File: src/rtl/est_dr_fifo_sync.sv
// Clocked FIFO with dual-rail 4-phase handshakes on both sides, buffering DEPTH tokens
// and fanning its output out to N_CONS consumers whose acknowledges are joined.
module est_dr_fifo_sync #(
    parameter int               NBITS     = 4,
    parameter int               DEPTH     = 4,
    parameter int               N_CONS    = 2,
    parameter int               RST_TOKEN = 0,
    parameter logic [NBITS-1:0] RST_VALUE = '0
) (
    input  logic                       clk,
    input  logic                       rst,
    input  logic [2*NBITS-1:0]         data_in,
    output logic                       ack_ant,
    output logic [2*NBITS-1:0]         data_out,
    input  logic [N_CONS-1:0]          ack_next,
    output logic [$clog2(DEPTH+1)-1:0] count,
    output logic                       err_illegal
);

    localparam int PTR_W = $clog2(DEPTH);
    localparam int CNT_W = $clog2(DEPTH+1);

    localparam logic [CNT_W-1:0] FULL_CNT  = CNT_W'(DEPTH);
    localparam logic [CNT_W-1:0] CNT_RST   = CNT_W'((RST_TOKEN != 0) ? 1 : 0);
    localparam logic [PTR_W-1:0] WPTR_RST  = PTR_W'((RST_TOKEN != 0) ? 1 : 0);

    typedef enum logic {IN_WAIT_DATA, IN_WAIT_NULL} in_state_t;
    typedef enum logic {OUT_NULL, OUT_DATA}         out_state_t;

    in_state_t  in_state;
    out_state_t out_state;

    logic [2*NBITS-1:0] din_s1, din_s2;
    logic [N_CONS-1:0]  ack_s1, ack_s2;

    logic [NBITS-1:0]   mem [DEPTH];
    logic [PTR_W-1:0]   wr_ptr, rd_ptr;
    logic [CNT_W-1:0]   count_q;

    logic               word_complete, word_null, word_illegal;
    logic [NBITS-1:0]   word_bits;
    logic               wr_en, pop_en, load_en;
    logic               acks_all_hi, acks_all_lo;

    function automatic logic [2*NBITS-1:0] encode(input logic [NBITS-1:0] value);
        logic [2*NBITS-1:0] rails;
        rails = '0;
        for (int i = 0; i < NBITS; i++) begin
            rails[2*i+1] = value[i];
            rails[2*i]   = ~value[i];
        end
        return rails;
    endfunction

    always_ff @(posedge clk or posedge rst) begin
        if (rst) begin
            din_s1 <= '0;
            din_s2 <= '0;
            ack_s1 <= '0;
            ack_s2 <= '0;
        end else begin
            din_s1 <= data_in;
            din_s2 <= din_s1;
            ack_s1 <= ack_next;
            ack_s2 <= ack_s1;
        end
    end

    // An 11 pair makes its rails equal, so it can never be counted as complete.
    always_comb begin
        word_complete = 1'b1;
        word_null     = 1'b1;
        word_illegal  = 1'b0;
        word_bits     = '0;
        for (int i = 0; i < NBITS; i++) begin
            word_bits[i] = din_s2[2*i+1];
            if (din_s2[2*i+1] == din_s2[2*i]) word_complete = 1'b0;
            if (din_s2[2*i+1] | din_s2[2*i])  word_null     = 1'b0;
            if (din_s2[2*i+1] & din_s2[2*i])  word_illegal  = 1'b1;
        end
    end

    assign acks_all_hi = &ack_s2;
    assign acks_all_lo = ~|ack_s2;

    assign wr_en   = (in_state == IN_WAIT_DATA) && word_complete && (count_q < FULL_CNT);
    assign pop_en  = (out_state == OUT_DATA) && acks_all_hi;
    assign load_en = (out_state == OUT_NULL) && (count_q != '0) && acks_all_lo;

    always_ff @(posedge clk or posedge rst) begin
        if (rst) begin
            err_illegal <= 1'b0;
        end else if (word_illegal) begin
            err_illegal <= 1'b1;
        end
    end

    always_ff @(posedge clk or posedge rst) begin
        if (rst) begin
            in_state <= IN_WAIT_DATA;
            ack_ant  <= 1'b0;
        end else begin
            case (in_state)
                IN_WAIT_DATA: begin
                    if (wr_en) begin
                        ack_ant  <= 1'b1;
                        in_state <= IN_WAIT_NULL;
                    end
                end
                IN_WAIT_NULL: begin
                    if (word_null) begin
                        ack_ant  <= 1'b0;
                        in_state <= IN_WAIT_DATA;
                    end
                end
                default: begin
                    ack_ant  <= 1'b0;
                    in_state <= IN_WAIT_DATA;
                end
            endcase
        end
    end

    // Slot 0 carries the preloaded token when the reset-token mode is enabled.
    always_ff @(posedge clk or posedge rst) begin
        if (rst) begin
            wr_ptr <= WPTR_RST;
            for (int i = 0; i < DEPTH; i++) begin
                mem[i] <= (i == 0 && RST_TOKEN != 0) ? RST_VALUE : '0;
            end
        end else if (wr_en) begin
            mem[wr_ptr] <= word_bits;
            wr_ptr      <= wr_ptr + PTR_W'(1);
        end
    end

    always_ff @(posedge clk or posedge rst) begin
        if (rst) begin
            out_state <= OUT_NULL;
            data_out  <= '0;
            rd_ptr    <= '0;
        end else begin
            case (out_state)
                OUT_NULL: begin
                    if (load_en) begin
                        data_out  <= encode(mem[rd_ptr]);
                        out_state <= OUT_DATA;
                    end
                end
                OUT_DATA: begin
                    if (pop_en) begin
                        data_out  <= '0;
                        rd_ptr    <= rd_ptr + PTR_W'(1);
                        out_state <= OUT_NULL;
                    end
                end
                default: begin
                    data_out  <= '0;
                    out_state <= OUT_NULL;
                end
            endcase
        end
    end

    always_ff @(posedge clk or posedge rst) begin
        if (rst) begin
            count_q <= CNT_RST;
        end else begin
            case ({wr_en, pop_en})
                2'b10:   count_q <= count_q + CNT_W'(1);
                2'b01:   count_q <= count_q - CNT_W'(1);
                default: count_q <= count_q;
            endcase
        end
    end

    // The occupancy register may hold the preload value during reset, so the port is masked.
    assign count = rst ? '0 : count_q;

endmodule

File: config.mk
export PLATFORM = sky130hd
export DESIGN_NAME = est_dr_fifo_sync
export DESIGN_NICKNAME = d
export VERILOG_FILES = /design/src/rtl/est_dr_fifo_sync.sv
export SDC_FILE = /design/constraint.sdc
export NUM_CORES = 1
export LEC_CHECK = 0
export ABC_AREA = 0
export CAP_MARGIN = 30
export CORE_ASPECT_RATIO = 1.1
export CORE_MARGIN = 1.5
export CORE_UTILIZATION = 43
export DETAILED_ROUTE_END_ITERATION = 10
export HOLD_SLACK_MARGIN = 0.08
export SETUP_SLACK_MARGIN = 0.15
export SLEW_MARGIN = 20
export SYNTH_ARGS = -nofsm -noshare
export SYNTH_HDL_FRONTEND = slang
export SYNTH_SLANG_ARGS = --single-unit
export TNS_END_PERCENT = 30
File: constraint.sdc
create_clock -name clk -period 3.86 [get_ports clk]
set_input_delay 0.965 -clock clk [delete_from_list [all_inputs] [get_ports clk]]
set_output_delay 0.965 -clock clk [all_outputs]
set_load 0.02 [all_outputs]
==> qor.txt <==
maximum clock path buffer count = 2
Setup violations, final = 0
overflow left after global routing = 0
final net count = 218
Worst Tran Pin Value = 617 ps
Critical Path AT = 2210 ps
Fmax achieved = 315 MHz
sequential fraction of the synthesis area = 61.3%
final slew viol count = 0
clock root buffer = clkbuf_8
Post-Syn Instances = 164
post_cts resized = 0
setup bufs post-CTS = 0
Skew-Pair Late Insertion Delay = 300 ps
Top Usage Layer GRT = met2
core box area = 5030 um2
crit-path max cell delay = 610 ps
Slew HR = 58.8%
CTS tree = yes
crit-path max FO = 4
Sum Neg Setup Slack = 0 ps
Clock transition at path regs = 90 ps
H-tree depth = 2
crit-path leading delay family = buffers and inverters
main area contributors after synthesis = dfrtp_1 (61%), mux2_2 (8.0%), ha_1 (7.2%)
via-per-instance ratio = 4.96
peak supply drop = 0.333 mV
area leader, netlist = dfrtp_1
Sink Count = 55
CP required = 2890 ps
Total Wirelength = 3630 um
Num CTS Buffers = 5
antenna cells = 0
vias post-DR = 1244
critical path's slowest cell = clkdlybuf4s50_1
min cycle time layout = 3170 ps
wire length per cell = 14.5 um
post-route ant nets = 0
met2 Use GR = 27.0%
number of distinct library cells after synthesis = 25
DRT Pass-1 Iters = 2
Final Wtd Congestion = 0.741
layout cells sized above 1 = 16.1%
global-route wire length before repair = 6540 um
port bufs = 24
Post-Syn Nets = 190
# fillers = 430
Clock Skew = 7.94 ps
Area growth syn-to-layout = 17.7%
DIE AREA = 5660 um2
Post-CTS Hold Buffers = 0
P per Cell Area = 623 nW/um2
largest net degree at the start of global routing = 29
period utilization = 82.1%
GR Layer Usage met3 = 4.57%
Yosys reg bits = 55
CP startpoint kind = primary input
# DRC = 0
Ports = 25
Synth Cell Area = 2240 um2
Syn Area/Cell = 13.7 um2
WP buf/inv = 2
Worst Hold Class = reg2reg
Starting Density = 44.6%
initial DRC count = 56
CP most frequent cell = clkdlybuf4s50_1
vias in the first global route = 1443
die width = 71.9 um
total power = 1.65 mW
status = finished, final reports clean
M1 GR Usage = 17.5%
Ys Warns = 0
gr usage total = 15.3%
HPWL Detailed = 2720 um
worst path cell trace = clkdlybuf4s50_1 -> nor2b_1 -> clkdlybuf4s50_1
height of the die = 78.8 um
Util after Layout = 52.5%
Worst setup EP type = output port
max-cap violations = 0
initial antenna violation count = 0
unrepaired setup endpoints after global routing = false
CP Class = in2out
Leakage = 1.29 nW
Final Hold Fails = 0
Synth top area share = 61.3%
num rows = 27
-- synthesized netlist by cell type --
cell type,number
dfrtp_1,55
inv_1,21
mux2_2,16
nand2_1,14
ha_1,13
mux2i_1,8
nand3_1,6
mux4_2,4
nor2_1,4
xnor2_1,4
clkbuf_1,2
nor3_1,2
o21ai_0,2
xor2_1,2
a21o_1,1
and2_0,1
and2_1,1
and4_1,1
and4bb_2,1
buf_2,1
buf_6,1
fa_1,1
nor2b_1,1
o21bai_1,1
or4_1,1
-- area by class of cell --
class	instances	area, um2	share of cell area (%)
flip-flops and latches	55	1380	52.1
clock buffers	5	68.8	2.60
inverters	21	78.8	2.98
well taps	58	72.6	2.75
clock inverters	3	20.0	0.758
repair buffers	25	260	9.85
multi-input cells	84	766	29.0
-- metrics by stage --
| stage | std cells | area, um2 | setup slack (ps) | hold WS (ps) |
|---|---|---|---|---|
| after detailed placement | 243 | 2550 | 673 | 338 |
| after floorplan | 164 | 2240 | 1550 | 331 |
| after global routing | 251 | 2640 | 624 | 369 |
| final | 251 | 2640 | 689 | 357 |
| after global placement | 242 | 2530 | 738 | 332 |
| after CTS | 251 | 2640 | 664 | 361 |
-- cell families after synthesis --
kind of cell	Yosys count	share of synthesized area, %
XOR/XNOR	6	2.34
AND/OR/NAND/NOR	32	6.91
buffers and inverters	25	4.57
adder cells (fa/ha/maj)	14	8.14
AO/OA/AOI/OAI	4	1.12
multiplexers	28	15.6
flip-flops	55	61.3
-- where the power goes --
group	total, mW	internal, mW	switching, mW
logic	0.506	0.273	0.233
clock network	0.308	0.127	0.181
registers	0.832	0.724	0.108
-- path summary, 6_finish.rpt --
kind / from / to / slack [ps] / depth (start not counted)
max: rst / count[2] / 690 / 3
min: ack_s1[0] / ack_s2[0] / 360 / 0
max reg2reg: din_s2[5] / count_q[2] / 1320 / 11
min reg2reg: ack_s1[0] / ack_s2[0] / 360 / 0
max in group asynchronous: rst / in_state / 2160 / 3
min in group asynchronous: rst / ack_s1[0] / 1140 / 2
-- registers in the layout (all words and copies together), names as in the netlist --
name	flops
din_s1	8
mem	16
in_state	1
ack_ant	1
out_state	1
err_illegal	1
data_out	8
wr_ptr	2
count_q	3
din_s2	8
ack_s1	2
rd_ptr	2
ack_s2	2
-- routing by layer --
layer / share of wire [%] / vias up
met5: 0 / -
met4: 1.6 / 0
met3: 3.2 / 6
met2: 55 / 20
met1: 41 / 629
li1: - / 589
-- cell usage in the layout (no fill, tap or decap), drive strengths merged --
| cell | n |
|---|---|
| mux4 | 4 |
| clkbuf | 5 |
| nand2 | 14 |
| o21bai | 1 |
| nor2 | 4 |
| and4bb | 1 |
| clkinv | 1 |
| xnor2 | 4 |
| xor2 | 2 |
| dfrtp | 55 |
| buf | 1 |
| clkinvlp | 2 |
| o21ai | 2 |
| mux2 | 16 |
| and4 | 1 |
| and2 | 2 |
| nand3 | 6 |
| ha | 13 |
| inv | 21 |
| or4 | 1 |
| nor3 | 2 |
| clkdlybuf4s50 | 24 |
| mux2i | 8 |
| nor2b | 1 |
| a21o | 1 |
| fa | 1 |
Note: power is estimated with default switching activity, not from simulation.
